<file path="src/rtl/tmds_pkg.sv">
`default_nettype none
// ============================================================================
//  Module   : tmds_pkg
//  Purpose  : Shared TMDS definitions: the four 10-bit control tokens (also
//             used by the transmit encoder), the alignment FSM state type and
//             a small elaboration-time helper.
//  Ports    : none (package)
//  Revision : 1.0 - initial release
// ============================================================================
package tmds_pkg;

  // Control tokens as serialised by the encoder, bit 9 = MSB.
  localparam logic [9:0] c_token_00 = 10'b1101010100;
  localparam logic [9:0] c_token_01 = 10'b0010101011;
  localparam logic [9:0] c_token_10 = 10'b0101010100;
  localparam logic [9:0] c_token_11 = 10'b1010101011;

  typedef enum logic [1:0] {
    ST_SEARCH    = 2'd0,
    ST_SLIP_WAIT = 2'd1,
    ST_LOCKED    = 2'd2
  } state_t;

  function automatic int max_int(input int a, input int b);
    return (a > b) ? a : b;
  endfunction

endpackage
`default_nettype wire

</file>
<file path="src/rtl/tmds_decoder_if.sv">
`default_nettype none
// ============================================================================
//  Module   : tmds_decoder_if
//  Purpose  : Bundles the symbol input and decoded outputs of one TMDS
//             channel decoder.
//  Signals  : i_tmds[9:0] raw symbol, o_pixel[7:0], o_ctrl[1:0], o_de,
//             o_bitslip, o_locked
//  Modports : master - deserializer/consumer side (drives i_tmds)
//             slave  - decoder side (drives the outputs)
//  Revision : 1.0 - initial release
// ============================================================================
interface tmds_decoder_if;
  logic [9:0] i_tmds;
  logic [7:0] o_pixel;
  logic [1:0] o_ctrl;
  logic       o_de;
  logic       o_bitslip;
  logic       o_locked;

  modport master (
    output i_tmds,
    input  o_pixel, o_ctrl, o_de, o_bitslip, o_locked
  );

  modport slave (
    input  i_tmds,
    output o_pixel, o_ctrl, o_de, o_bitslip, o_locked
  );
endinterface
`default_nettype wire

</file>
<file path="src/rtl/tmds_symbol_decode.sv">
`default_nettype none
// ============================================================================
//  Module   : tmds_symbol_decode
//  Purpose  : Purely combinational decode of one 10-bit TMDS symbol into a
//             control-token flag, the token value and the 8-bit pixel value.
//  Ports    : i_word[9:0]  symbol (bit 9 = MSB)
//             o_is_ctrl    symbol is one of the four control tokens
//             o_ctrl[1:0]  token value (C1,C0), 0 when not a token
//             o_pixel[7:0] data decode (valid only when o_is_ctrl = 0)
//  Revision : 1.0 - initial release
// ============================================================================
module tmds_symbol_decode
  import tmds_pkg::*;
(
  input  logic [9:0] i_word,
  output logic       o_is_ctrl,
  output logic [1:0] o_ctrl,
  output logic [7:0] o_pixel
);

  logic [7:0] w_v;

  always_comb begin
    o_is_ctrl = 1'b1;
    o_ctrl    = 2'b00;
    case (i_word)
      c_token_00: o_ctrl = 2'b00;
      c_token_01: o_ctrl = 2'b01;
      c_token_10: o_ctrl = 2'b10;
      c_token_11: o_ctrl = 2'b11;
      default:    o_is_ctrl = 1'b0;
    endcase
  end

  // Bit 9 flags DC-balance inversion; bit 8 selects XOR vs XNOR chaining.
  always_comb begin
    w_v        = i_word[9] ? ~i_word[7:0] : i_word[7:0];
    o_pixel    = 8'h00;
    o_pixel[0] = w_v[0];
    for (int n = 1; n < 8; n++) begin
      o_pixel[n] = i_word[8] ? (w_v[n] ^ w_v[n-1]) : ~(w_v[n] ^ w_v[n-1]);
    end
  end

endmodule
`default_nettype wire

</file>
<file path="src/rtl/tmds_decoder.sv">
`default_nettype none
// ============================================================================
//  Module   : tmds_decoder
//  Purpose  : Sink-side TMDS channel decoder. Registers the deserialized
//             symbol, searches for symbol alignment by requesting bitslips
//             until a run of control tokens is seen, then outputs decoded
//             pixel/control/data-enable with a 2-cycle latency.
//  Ports    : i_clk  pixel clock
//             i_rst  asynchronous active-high reset
//             bus    tmds_decoder_if.slave (i_tmds in; o_pixel, o_ctrl,
//                    o_de, o_bitslip, o_locked out)
//  Revision : 1.0 - initial release
// ============================================================================
module tmds_decoder
  import tmds_pkg::*;
#(
  parameter int SEARCH_WINDOW = 4096,
  parameter int SLIP_WAIT     = 16,
  parameter int CTRL_REPEAT   = 8,
  parameter int LOCK_TIMEOUT  = 4096
) (
  input  logic           i_clk,
  input  logic           i_rst,
  tmds_decoder_if.slave  bus
);

  localparam int CNT_W  = $clog2(max_int(SEARCH_WINDOW, LOCK_TIMEOUT) + 1);
  localparam int WAIT_W = $clog2(SLIP_WAIT + 1);
  localparam int RUN_W  = $clog2(CTRL_REPEAT + 1);

  // Stage 1
  logic [9:0]       r_q;
  logic             w_is_ctrl;
  logic [1:0]       w_ctrl;
  logic [7:0]       w_pixel;

  // FSM
  state_t           r_state, w_state_next;
  logic [CNT_W-1:0] r_idle, w_idle_next, w_idle_inc;
  logic [RUN_W-1:0] r_run, w_run_next, w_run_inc;
  logic [WAIT_W-1:0] r_wait, w_wait_next, w_wait_inc;
  logic             w_bitslip_next;
  logic             w_locked_next;

  // Stage 2
  logic [7:0]       r_pixel;
  logic [1:0]       r_ctrl;
  logic             r_de;
  logic             r_bitslip;

  tmds_symbol_decode u_symbol_decode (
    .i_word    (r_q),
    .o_is_ctrl (w_is_ctrl),
    .o_ctrl    (w_ctrl),
    .o_pixel   (w_pixel)
  );

  always_ff @(posedge i_clk or posedge i_rst) begin
    if (i_rst) begin
      r_q <= '0;
    end else begin
      r_q <= bus.i_tmds;
    end
  end

  // Saturating increments: counters never wrap.
  always_comb begin
    w_idle_inc = (r_idle == {CNT_W{1'b1}})  ? r_idle : r_idle + 1'b1;
    w_run_inc  = (r_run  == {RUN_W{1'b1}})  ? r_run  : r_run  + 1'b1;
    w_wait_inc = (r_wait == {WAIT_W{1'b1}}) ? r_wait : r_wait + 1'b1;
  end

  always_comb begin
    w_state_next   = r_state;
    w_idle_next    = r_idle;
    w_run_next     = r_run;
    w_wait_next    = r_wait;
    w_bitslip_next = 1'b0;
    case (r_state)
      ST_SEARCH: begin
        // A token clears idle, so lock and slip cannot fire together;
        // checking the token branch first gives lock priority regardless.
        if (w_is_ctrl) begin
          w_idle_next = '0;
          w_run_next  = w_run_inc;
          if (w_run_inc == RUN_W'(CTRL_REPEAT)) begin
            w_state_next = ST_LOCKED;
            w_run_next   = '0;
          end
        end else begin
          w_run_next  = '0;
          w_idle_next = w_idle_inc;
          if (w_idle_inc == CNT_W'(SEARCH_WINDOW)) begin
            w_state_next   = ST_SLIP_WAIT;
            w_bitslip_next = 1'b1;
            w_idle_next    = '0;
            w_wait_next    = '0;
          end
        end
      end
      ST_SLIP_WAIT: begin
        w_wait_next = w_wait_inc;
        if (w_wait_inc == WAIT_W'(SLIP_WAIT)) begin
          w_state_next = ST_SEARCH;
          w_wait_next  = '0;
          w_idle_next  = '0;
          w_run_next   = '0;
        end
      end
      ST_LOCKED: begin
        if (w_is_ctrl) begin
          w_idle_next = '0;
        end else begin
          w_idle_next = w_idle_inc;
          if (w_idle_inc == CNT_W'(LOCK_TIMEOUT)) begin
            w_state_next = ST_SEARCH;
            w_idle_next  = '0;
            w_run_next   = '0;
          end
        end
      end
      default: begin
        w_state_next = ST_SEARCH;
        w_idle_next  = '0;
        w_run_next   = '0;
        w_wait_next  = '0;
      end
    endcase
  end

  // Output gating follows the state being entered, so o_de/o_pixel drop on
  // the same edge that drops o_locked and never show data while unlocked.
  assign w_locked_next = (w_state_next == ST_LOCKED);

  always_ff @(posedge i_clk or posedge i_rst) begin
    if (i_rst) begin
      r_state   <= ST_SEARCH;
      r_idle    <= '0;
      r_run     <= '0;
      r_wait    <= '0;
      r_bitslip <= 1'b0;
    end else begin
      r_state   <= w_state_next;
      r_idle    <= w_idle_next;
      r_run     <= w_run_next;
      r_wait    <= w_wait_next;
      r_bitslip <= w_bitslip_next;
    end
  end

  always_ff @(posedge i_clk or posedge i_rst) begin
    if (i_rst) begin
      r_pixel <= '0;
      r_ctrl  <= '0;
      r_de    <= 1'b0;
    end else if (w_is_ctrl) begin
      r_de   <= 1'b0;
      r_ctrl <= w_ctrl;
      if (!w_locked_next) begin
        r_pixel <= '0;
      end
    end else if (w_locked_next) begin
      r_de    <= 1'b1;
      r_pixel <= w_pixel;
    end else begin
      r_de    <= 1'b0;
      r_pixel <= '0;
    end
  end

  assign bus.o_pixel   = r_pixel;
  assign bus.o_ctrl    = r_ctrl;
  assign bus.o_de      = r_de;
  assign bus.o_bitslip = r_bitslip;
  assign bus.o_locked  = (r_state == ST_LOCKED);

endmodule
`default_nettype wire
</file>
<file path="src/flat_wrapper.sv">
// flat-port wrapper written by rule: the top's interface ports become plain ports
module tmds_decoder_flat import tmds_pkg::*;
#(
  parameter int SEARCH_WINDOW = 4096,
  parameter int SLIP_WAIT     = 16,
  parameter int CTRL_REPEAT   = 8,
  parameter int LOCK_TIMEOUT  = 4096
)
  (i_clk, i_rst, bus_i_tmds, bus_o_pixel, bus_o_ctrl, bus_o_de, bus_o_bitslip, bus_o_locked);
  tmds_decoder_if bus_i ();
  input  logic i_clk;
  input  logic i_rst;
  input wire logic [$bits(bus_i.i_tmds)-1:0] bus_i_tmds;
  output wire logic [$bits(bus_i.o_pixel)-1:0] bus_o_pixel;
  output wire logic [$bits(bus_i.o_ctrl)-1:0] bus_o_ctrl;
  output wire logic [$bits(bus_i.o_de)-1:0] bus_o_de;
  output wire logic [$bits(bus_i.o_bitslip)-1:0] bus_o_bitslip;
  output wire logic [$bits(bus_i.o_locked)-1:0] bus_o_locked;
  assign bus_i.i_tmds = bus_i_tmds;
  assign bus_o_pixel = bus_i.o_pixel;
  assign bus_o_ctrl = bus_i.o_ctrl;
  assign bus_o_de = bus_i.o_de;
  assign bus_o_bitslip = bus_i.o_bitslip;
  assign bus_o_locked = bus_i.o_locked;
  tmds_decoder #(.SEARCH_WINDOW(SEARCH_WINDOW), .SLIP_WAIT(SLIP_WAIT), .CTRL_REPEAT(CTRL_REPEAT), .LOCK_TIMEOUT(LOCK_TIMEOUT)) u_core (.i_clk(i_clk), .i_rst(i_rst), .bus(bus_i));
endmodule
</file>
<file path="config.mk">
export PLATFORM = sky130hd
export DESIGN_NAME = tmds_decoder_flat
export DESIGN_NICKNAME = d
export VERILOG_FILES = /design/src/rtl/tmds_pkg.sv /design/src/rtl/tmds_decoder_if.sv /design/src/rtl/tmds_symbol_decode.sv /design/src/rtl/tmds_decoder.sv /design/src/flat_wrapper.sv
export SDC_FILE = /design/constraint.sdc
export NUM_CORES = 1
export LEC_CHECK = 0
export CAP_MARGIN = 40
export CORE_UTILIZATION = 40
export DETAILED_ROUTE_END_ITERATION = 8
export PLACE_DENSITY = 0.61
export SETUP_SLACK_MARGIN = 0.15
export SYNTH_ARGS = -nofsm -noshare
export SYNTH_HDL_FRONTEND = slang
export SYNTH_SLANG_ARGS = --single-unit
</file>
<file path="constraint.sdc">
create_clock -name i_clk -period 2.9 [get_ports i_clk]
set_clock_uncertainty 0.05 [all_clocks]
set_input_delay 0.58 -clock i_clk [delete_from_list [all_inputs] [get_ports i_clk]]
set_output_delay 0.58 -clock i_clk [all_outputs]
set_load 0.05 [all_outputs]
</file>
## Word-level counts from Yosys, hierarchy flattened

Index checks and enable logic that the tools add are counted.

- Mux-type cells: 42
- Reductions and logical operators: 5
- Equal/unequal tests: 19
- Bitwise gates (word level): 16
- $add $sub $neg: 3

Operators with widths:

| kind | number |
|---|---|
| two-way mux 13 bit | 4 |
| two-way mux 8 bit | 4 |
| == test 13 bit, second input constant | 2 |
| case mux 13 bit (2 select lines) | 1 |
| two-way mux 4 bit | 6 |
| == test 10 bit, second input constant | 2 |
| two-way mux 5 bit | 4 |
| case mux 5 bit (3 select lines) | 1 |
| adder 13 x 1 -> 13 bit, second input constant | 1 |
| two-way mux 1 bit | 13 |
| two-way mux 2 bit | 6 |
| case mux 2 bit (3 select lines) | 2 |
| case mux 4 bit (3 select lines) | 1 |
| == test 10 x 8 -> 1 bit, second input constant | 1 |
| == test 10 x 9 -> 1 bit, second input constant | 1 |
| == test 5 bit, second input constant | 2 |
| == test 4 bit, second input constant | 2 |
| inverter 1 bit | 8 |
| inverter 8 bit | 1 |
| bitwise XOR 1 bit | 7 |
| != test 2 x 1 -> 1 bit, second input constant | 3 |
| != test 2 bit, second input constant | 3 |
| AND reduction 3 bit | 2 |
| adder 5 x 1 -> 5 bit, second input constant | 1 |
| other kinds (6) | 7 |

- Output and inout port bits: 13
- Word-level logic and storage cells: 94
- Bits in registers: 46
- Bits of input ports: 12

## Depth between registers and ports, before layout

Gate-level depths: netlist of run 1.

- Depth in word-level cells: 9
- Gate-level depth with buffers: 9
- Depth with buffers taken out: 8

## Modules after synthesis

Synthesis of run 1 repeated with hierarchy kept, for this count alone.

- Cell total of the unflattened synthesis: 316
- Area, all modules: 2855.2 um^2

By module, submodules not included:

| module | area each (um^2) | instances | seq. area each (um^2) | cells each |
|---|---|---|---|---|
| tmds_decoder | 2576.2 | 1 | 1151.1 | 281 |
| tmds_symbol_decode | 279.0 | 1 | 0.0 | 35 |

## Worst setup path after synthesis of run 1

Ideal clock, no wire load.

- Path kind: register to register
- From: register u_core.r_idle[1]
- To: register u_core.r_run[2]
- Data required time: 2768 ps
- Setup time: 82 ps
- Arrival time: 2395 ps
- Buffers on the path: 2
- Setup slack: 373 ps
- Cell stages (with the launch flop): 10
- Clock period less this slack: 2527 ps
- Cell sequence: dfrtp_1 -> ha_1 -> clkbuf_8 -> nand3_1 -> nor3_2 -> mux2i_1 -> nand4_1 -> clkbuf_4 -> or4_4 -> a22oi_2

- Longest elaborated chain between the ends: 5
- Elaborated cells between the ends (all ways): 6
- Those cells by class: add/sub: 1; eq/ne: 3; mux: 1; reduce/logical: 1

Ends and longest elaborated chain:

| what | line | source |
|---|---|---|
| from (decl) | tmds_decoder.sv:39 | `logic [CNT_W-1:0] r_idle, w_idle_next, w_idle_inc;` |
| from (signal assigned) | tmds_decoder.sv:144 | `r_idle <= w_idle_next;` |
| adder 13 x 1 -> 13 bit or == test 13 bit (tied branches) | tmds_decoder.sv:68 | `w_idle_inc = (r_idle == {CNT_W{1'b1}}) ? r_idle : r_idle + 1'b1;` |
| two-way mux 13 bit (*) | tmds_decoder.sv:68 |  |
| == test 13 bit (*) | tmds_decoder.sv:115 | `if (w_idle_inc == CNT_W'(LOCK_TIMEOUT)) begin` |
| != test 2 x 1 -> 1 bit (no line) (*) | -- |  |
| AND reduction 3 bit (no line) (*) | -- |  |
| to (signal assigned) | tmds_decoder.sv:145 | `r_run <= w_run_next;` |
| to (decl) | tmds_decoder.sv:40 | `logic [RUN_W-1:0] r_run, w_run_next, w_run_inc;` |

Every way passes the cells marked *; elsewhere a longest branch is shown, timed or not.
A chain may end at the register's enable or synchronous reset.

## Worst setup path after layout of run 1

- From: register u_core.r_idle[0]
- To: register u_core.r_run[2]

The elaborated chain is that of the path after synthesis.

==> out/results.ini, run 1 <==
[logic_synthesis]
ys.flop_type=dfrtp_1
async_flop_share_pct=100
synth-simple-area-share_pct=26.3
yosysTopAreaCellShare_pct=39.2
synthAdderAreaFrac_pct=2.13
synth_edf_count=0
ys_warn_count=0
synthTopCellsByArea=dfrtp_1, nand2_1, nor3_1, o21ai_0, mux2i_1
synth-compound-area-share_pct=19.6
synth_nets=332
ys_seq_area_share_pct=39.2
synth.area.mux_share_pct=3.11
synth_xor_area_share_pct=4.47
yosysTopAreaCell=dfrtp_1
avgSynthCellArea_um2=9.33
synth_top_family_by_area=simple AND/OR/NAND/NOR gates
ys_types=65
synth.most_common_cell=dfrtp_1
ys_ff_latch=46
syn-cell-area_um2=2940
synthCells=315
synth_common_cells=dfrtp_1, nand2_1, nor2_1, nor3_1, o21ai_0

[placement]
portBuffers=24
gp_congestion=0.888
place_hpwl_mm=4.96
post-place-ws_ns=0.153

[sta]
hold_ws_ns=0.433
worstMarginPinSlew_ns=0.590
drv_slew=0
fin_ws_ns=0.283
timing_hold_violations_final=0
setup-tns-final_ns=0
finalCriticalPeriod_ns=2.62
clock.fmax_mhz=382
finalSetupViolations=0
slew_headroom_pct=60.1
rsz0062_at_grt=no
fin_crit_sh_pct=90.2

[hold_path]
hold_path_class=reg2reg

[power_and_ir_drop]
leakagePower_nw=1.45
peakVddDrop_v=0.000255
power.density_cell_area_nw_per_um2=555

[cells_and_area]
areaGrowthSynthToFinish_pct=18.7
num_antenna_cells=0
final_nets=367
postLayoutCoreUtil_pct=50.2
fill_cells=647
drive_gt1_share_pct=15.7

[detailed_routing]
wl_per_cell_um=15.2
routed_wl_mm=6.82
drt-pass1-iter-count=5
avgViaCountPerCell=5.68
drc=0
drt_iter0_drc=149
ant_nets=0
vias=2540

[critical_path]
crit_path_frequent_cell=or4_4
timing.critical_path.slowest_cell_delay_ns=0.58
cp_top_family=simple AND/OR/NAND/NOR gates
critPathCaptureType=flip-flop
critPathBufInv=1
cp_slowest_cell=or4_4
worstSetupPathType=reg2reg
cp.required_ns=3.08
arrival_ns=2.80
worstPathCellList=buf_4, nand3_1, or4_4, nor3_2, o21ai_4, or4_4, a22oi_2
startpoint_type=flip-flop
worstPathMaxFanout=9

[floorplan]
core_um2=6940
num_rows=30
start_util_pct=42.3
pin_count=25
die_area_um2=7690
die_h_um=87.7
die_x_um=87.7

[global_route]
track_usage_pct=19.4
grt_antenna_before_repair=0
grt_pass1_vias=2366
grt_pass1_wl_mm=11.5
grt_max_degree=47
overflow=0

[cts]
cts_tree=yes
cts_max_path_buffers=2
htreeDepth=2
cts_hold_buf=0
cts.sinks=46
clk_latency_ns=0.30
clk_pin_slew_ns=0.09
numCtsBuffers=5
cts_root_buffer=clkbuf_8

[run]
cap_violations=0

[status]
run_status=finished, final reports clean

## final cells by class
class | instances | area (um^2) | share of cell area [%]
flip-flops and latches | 46 | 1150 | 33.0
inverters | 14 | 52.6 | 1.51
well taps | 96 | 120 | 3.44
clock buffers | 5 | 68.8 | 1.97
clock inverters | 3 | 43.8 | 1.26
repair buffers | 41 | 383 | 11.0
multi-input cells | 242 | 1670 | 47.8
## cell families (layout without fill, tap and decap cells)
group / Yosys count / in the layout
AO/OA/AOI/OAI: 78 / 79
XOR/XNOR: 15 / 15
adder cells (fa/ha/maj): 5 / 5
buffers and inverters: 28 / 63
flip-flops: 46 / 46
multiplexers: 9 / 9
AND/OR/NAND/NOR: 134 / 134
## registers in the layout, indices dropped and copies added (netlist names)
signal / flops
u_core.bus.o_de: 1
u_core.r_idle: 13
u_core.r_wait: 5
u_core.r_q: 10
u_core.bus.o_bitslip: 1
u_core.r_run: 4
u_core.r_state: 2
u_core.bus.o_ctrl: 2
u_core.bus.o_pixel: 8
## cell usage in the layout, fill, tap and decap left out, drive strengths merged, types with 5 or more instances in the layout
cell type      count
dfrtp             46
nand2             35
clkdlybuf4s50     23
o21ai             23
nor2              21
nor3              21
buf               17
inv               15
nand3             12
a21oi             10
a31oi              9
xnor2              9
mux2i              8
and3               7
nand4              7
xor2               6
o211ai             6
clkbuf             5
ha                 5
nor4               5
## worst reg2reg max path: cells and delay by family, from the launching register on
family | cells | cell delay (ns)
simple gates | 4 | 1.65
flops | 1 | 0.40
compound gates | 2 | 0.27
buf+inv | 1 | 0.19
## repair_timing
action | 4_1_cts | 5_1_grt
buffers inserted | 0 | 3
gates resized for setup | 1 | 4
pin swaps | 0 | 2
endpoints found under the setup margin | 1 | 21
gates cloned | 0 | 1
## path summary, 6_finish.rpt
check | from | endpoint | slack [ns] | cells after the start
max | u_core.r_idle[0] | u_core.r_run[2] | 0.28 | 7
min | u_core.bus.o_ctrl[0] | u_core.bus.o_ctrl[0] | 0.43 | 2
max reg2reg | u_core.r_idle[0] | u_core.r_run[2] | 0.28 | 7
min reg2reg | u_core.bus.o_ctrl[0] | u_core.bus.o_ctrl[0] | 0.43 | 2
max in group asynchronous | i_rst | u_core.r_state[0] | 2.01 | 3
min in group asynchronous | i_rst | u_core.r_q[0] | 0.57 | 3
## power breakdown
group | internal [mW] | switching, mW | total [mW]
registers | 0.700 | 0.132 | 0.832
logic | 0.264 | 0.346 | 0.611
clock network | 0.259 | 0.233 | 0.491
## stage by stage
step / std cells / total power [mW] / instance area [um^2]
finish: 447 / 1.93 / 3490
global route: 447 / 2.05 / 3490
detailed placement: 435 / 1.41 / 3320
CTS: 443 / 1.91 / 3440
global placement: 435 / 1.40 / 3320
floorplan: 315 / 1.31 / 2940
## layer usage
layer,share of wire [%],track usage [%],wire [um],vias to the layer above
li1,-,-,-,1245
met1,47,27.0,3200,1223
met2,47,30.4,3220,66
met3,4.5,3.49,306,6
met4,1.2,6.71,85,0
met5,0,0,0,-
Note: power is estimated with default switching activity, not from simulation.
==> run 2, diff against run 1 <==
--- a/config.mk
+++ b/config.mk
@@ -5,10 +5,13 @@
 export SDC_FILE = /design/constraint.sdc
 export NUM_CORES = 1
 export LEC_CHECK = 0
+export ABC_AREA = 1
 export CAP_MARGIN = 40
-export CORE_UTILIZATION = 40
+export CELL_PAD_IN_SITES_DETAIL_PLACEMENT = 0
+export CELL_PAD_IN_SITES_GLOBAL_PLACEMENT = 2
+export CORE_UTILIZATION = 34
 export DETAILED_ROUTE_END_ITERATION = 8
-export PLACE_DENSITY = 0.61
+export PLACE_DENSITY = 0.81
 export SETUP_SLACK_MARGIN = 0.15
 export SYNTH_ARGS = -nofsm -noshare
 export SYNTH_HDL_FRONTEND = slang
==> out/results.ini, run 2 <==
[floorplan]
start_util_pct=35.2  ; -7.1 points
pin_count=25  ; unchanged
die_area_um2=7860  ; +2.2%
core_um2=7250  ; +4.5%
num_rows=31  ; +3.3%
die_x_um=88.6  ; +1.1%
die_h_um=88.6  ; +1.1%

[cells_and_area]
layout_commonest_cell=nand2_1
finalInstanceArea_um2=3030  ; -13%
fill_cells=778  ; +20%
final_nets=362  ; -1.4%
stdcell_count=445  ; -0.45%
largest-register=u_core.r_idle
areaGrowthSynthToFinish_pct=18.7  ; about the same
drive_gt1_share_pct=12.4  ; -3.2 points
largest_reg_flops=13  ; unchanged
num_antenna_cells=0  ; unchanged
postLayoutCoreUtil_pct=41.8  ; -8.4 points
mostFrequentLayoutCells=nand2_1, dfrtp_1, nand3_1

[sta]
setup-tns-final_ns=0  ; unchanged
rsz0062_at_grt=no
fin_crit_sh_pct=87.7  ; -2.5 points
slew_headroom_pct=59.9  ; -0.12 points
timing_hold_violations_final=0  ; unchanged
finalSetupViolations=0  ; unchanged
drv_slew=0  ; unchanged
clock.fmax_mhz=393  ; +2.9%
hold_ws_ns=0.439  ; +0.00550 ns
worstMarginPinSlew_ns=0.601  ; +0.0111 ns
finalCriticalPeriod_ns=2.54  ; -0.0732 ns

[cts]
clk_latency_ns=0.31  ; about the same
cts_hold_buf=0  ; unchanged
clk_pin_slew_ns=0.09  ; about the same
ctsResizeCount=0  ; -1
cts_root_buffer=clkbuf_8
htreeDepth=2  ; unchanged
numCtsBuffers=5  ; unchanged
cts_max_path_buffers=2  ; unchanged
cts_tree=yes
cts_setup_buffers=0  ; unchanged
cts.sinks=46  ; unchanged

[placement]
gp_congestion=0.791  ; -11%
dpl_cell_area_um2=2920  ; -12%
place_hpwl_mm=4.15  ; -16%
portBuffers=24  ; unchanged
numPlacedInstances=437  ; +0.46%

[logic_synthesis]
ys_types=30  ; -54%
yosysTopAreaCellShare_pct=45.1  ; +5.9 points
synth_edf_count=0  ; unchanged
syn-cell-area_um2=2550  ; -13%
synth.most_common_cell=nand2_1
async_flop_share_pct=100  ; unchanged
yosysTopAreaCell=dfrtp_1
avgSynthCellArea_um2=8.10  ; -13%
ys.flop_type=dfrtp_1
synth_common_cells=nand2_1, dfrtp_1, nand3_1, nor2_1, inv_1
synthTopCellsByArea=dfrtp_1, nand2_1, nand3_1, xor2_1, nor2_1
ys_seq_area_share_pct=45.1  ; +5.9 points
synthCells=315  ; unchanged
ys_ff_latch=46  ; unchanged
ys_warn_count=0  ; unchanged
synth_nets=332  ; unchanged

[critical_path]
worstPathCellList=nor2_1, clkdlybuf4s50_1
worstSetupPathType=reg2out
timing.critical_path.slowest_cell_delay_ns=0.84  ; +0.26 ns
startpoint_type=flip-flop
critPathCaptureType=output port
worstPathMaxFanout=10  ; +1
cp_top_family=buffers and inverters
critPathBufInv=1  ; unchanged
cp_slowest_cell=clkdlybuf4s50_1
arrival_ns=1.91  ; -0.89 ns
cp.required_ns=2.27  ; -0.81 ns

[detailed_routing]
avgViaCountPerCell=4.59  ; -19%
drt_iter0_drc=98  ; -34%
wl_per_cell_um=12.8  ; -16%
routed_wl_mm=5.67  ; -17%
ant_nets=0  ; unchanged
vias=2042  ; -20%
drt-pass1-iter-count=6  ; +1
drc=0  ; unchanged

[global_route]
track_usage_pct=16.0  ; -3.4 points
grt_pass1_wl_mm=9.60  ; -17%
met1_usage_pct=22.7  ; -4.3 points
overflow=0  ; unchanged
grt_pass1_vias=1987  ; -16%
grt_busiest_layer=met2
grt_max_degree=47  ; unchanged
grt_antenna_before_repair=0  ; unchanged
grt.met2_usage_pct=25.0  ; -5.4 points
grtUsageMet3_pct=2.80  ; -0.69 points

[run]
cap_violations=0  ; unchanged

[hold_path]
hold_path_class=reg2reg

[power_and_ir_drop]
power.density_cell_area_nw_per_um2=562  ; +1.3%
peakVddDrop_v=0.000225  ; -12%
leakagePower_nw=1.43  ; -1.3%

[status]
run_status=finished, final reports clean

run 2: metrics by stage:
stage,power (mW),setup slack (ns)
2_1_floorplan,1.11,0.809
3_3_place_gp,1.23,0.548
3_5_place_dp,1.22,0.480
4_1_cts,1.71,0.333
5_1_grt,1.81,0.160
6_report,1.70,0.357
run 2: final cells by class:
| class | instances | area, um^2 | area share, % |
|---|---|---|---|
| Clock buffer | 6 | 72.6 | 2.39 |
| Clock inverter | 2 | 37.5 | 1.24 |
| Inverter | 34 | 128 | 4.21 |
| Multi-Input combinational cell | 230 | 1250 | 41.2 |
| Sequential cell | 46 | 1150 | 38.0 |
| Tap cell | 99 | 124 | 4.09 |
| Timing Repair Buffer | 28 | 270 | 8.92 |
run 2: final timing paths:
| check | from | endpoint | slack, ns | cells past startpoint |
|---|---|---|---|---|
| min in group asynchronous | i_rst | u_core.r_q[1] | 0.68 | 3 |
| max in group asynchronous | i_rst | u_core.bus.o_pixel[5] | 1.70 | 3 |
| hold reg to reg | u_core.bus.o_ctrl[0] | u_core.bus.o_ctrl[0] | 0.44 | 2 |
| setup / recovery | u_core.r_state[0] | bus_o_locked | 0.36 | 2 |
| setup reg to reg | u_core.r_idle[0] | u_core.bus.o_pixel[4] | 0.47 | 13 |
| hold / removal | u_core.bus.o_ctrl[0] | u_core.bus.o_ctrl[0] | 0.44 | 2 |
run 2: kinds of logic after synthesis:
logic type / count (synthesis) / synth area share, %
muxes: 2 / 0.882
DFF: 46 / 45.1
xor gates and xnor gates: 18 / 6.18
and+or+nand+nor: 185 / 34.4
AOI/OAI and AO/OA: 20 / 5.00
adders and majority gates: 5 / 2.45
buffers and inverters: 39 / 6.03
run 2: where the power goes:
group	switching (mW)	total [mW]	internal (mW)
registers	0.0782	0.777	0.699
logic	0.267	0.433	0.166
clock network	0.235	0.493	0.258
run 2: worst register-to-register path: cells and delay by family, from the launching register on:
kind,cells,cell delay (ns)
and+or+nand+nor,10,1.13
DFF,1,0.48
adders and majority gates,1,0.31
xor gates and xnor gates,1,0.26
buffers and inverters,1,0.08
run 2: routing by layer:
metal / up-vias / routed length (um)
met5: - / 0
met4: 0 / 75
li1: 1072 / -
met3: 6 / 150
met2: 29 / 2550
met1: 935 / 2890
==> run 3, diff against run 2 <==
--- a/config.mk
+++ b/config.mk
@@ -11,6 +11,7 @@
 export CELL_PAD_IN_SITES_GLOBAL_PLACEMENT = 2
 export CORE_UTILIZATION = 34
 export DETAILED_ROUTE_END_ITERATION = 8
+export GPL_ROUTABILITY_DRIVEN = 0
 export PLACE_DENSITY = 0.81
 export SETUP_SLACK_MARGIN = 0.15
 export SYNTH_ARGS = -nofsm -noshare
==> results of run 3 <==
No change in the layout: final DEF, timing and power equal those of run 2.
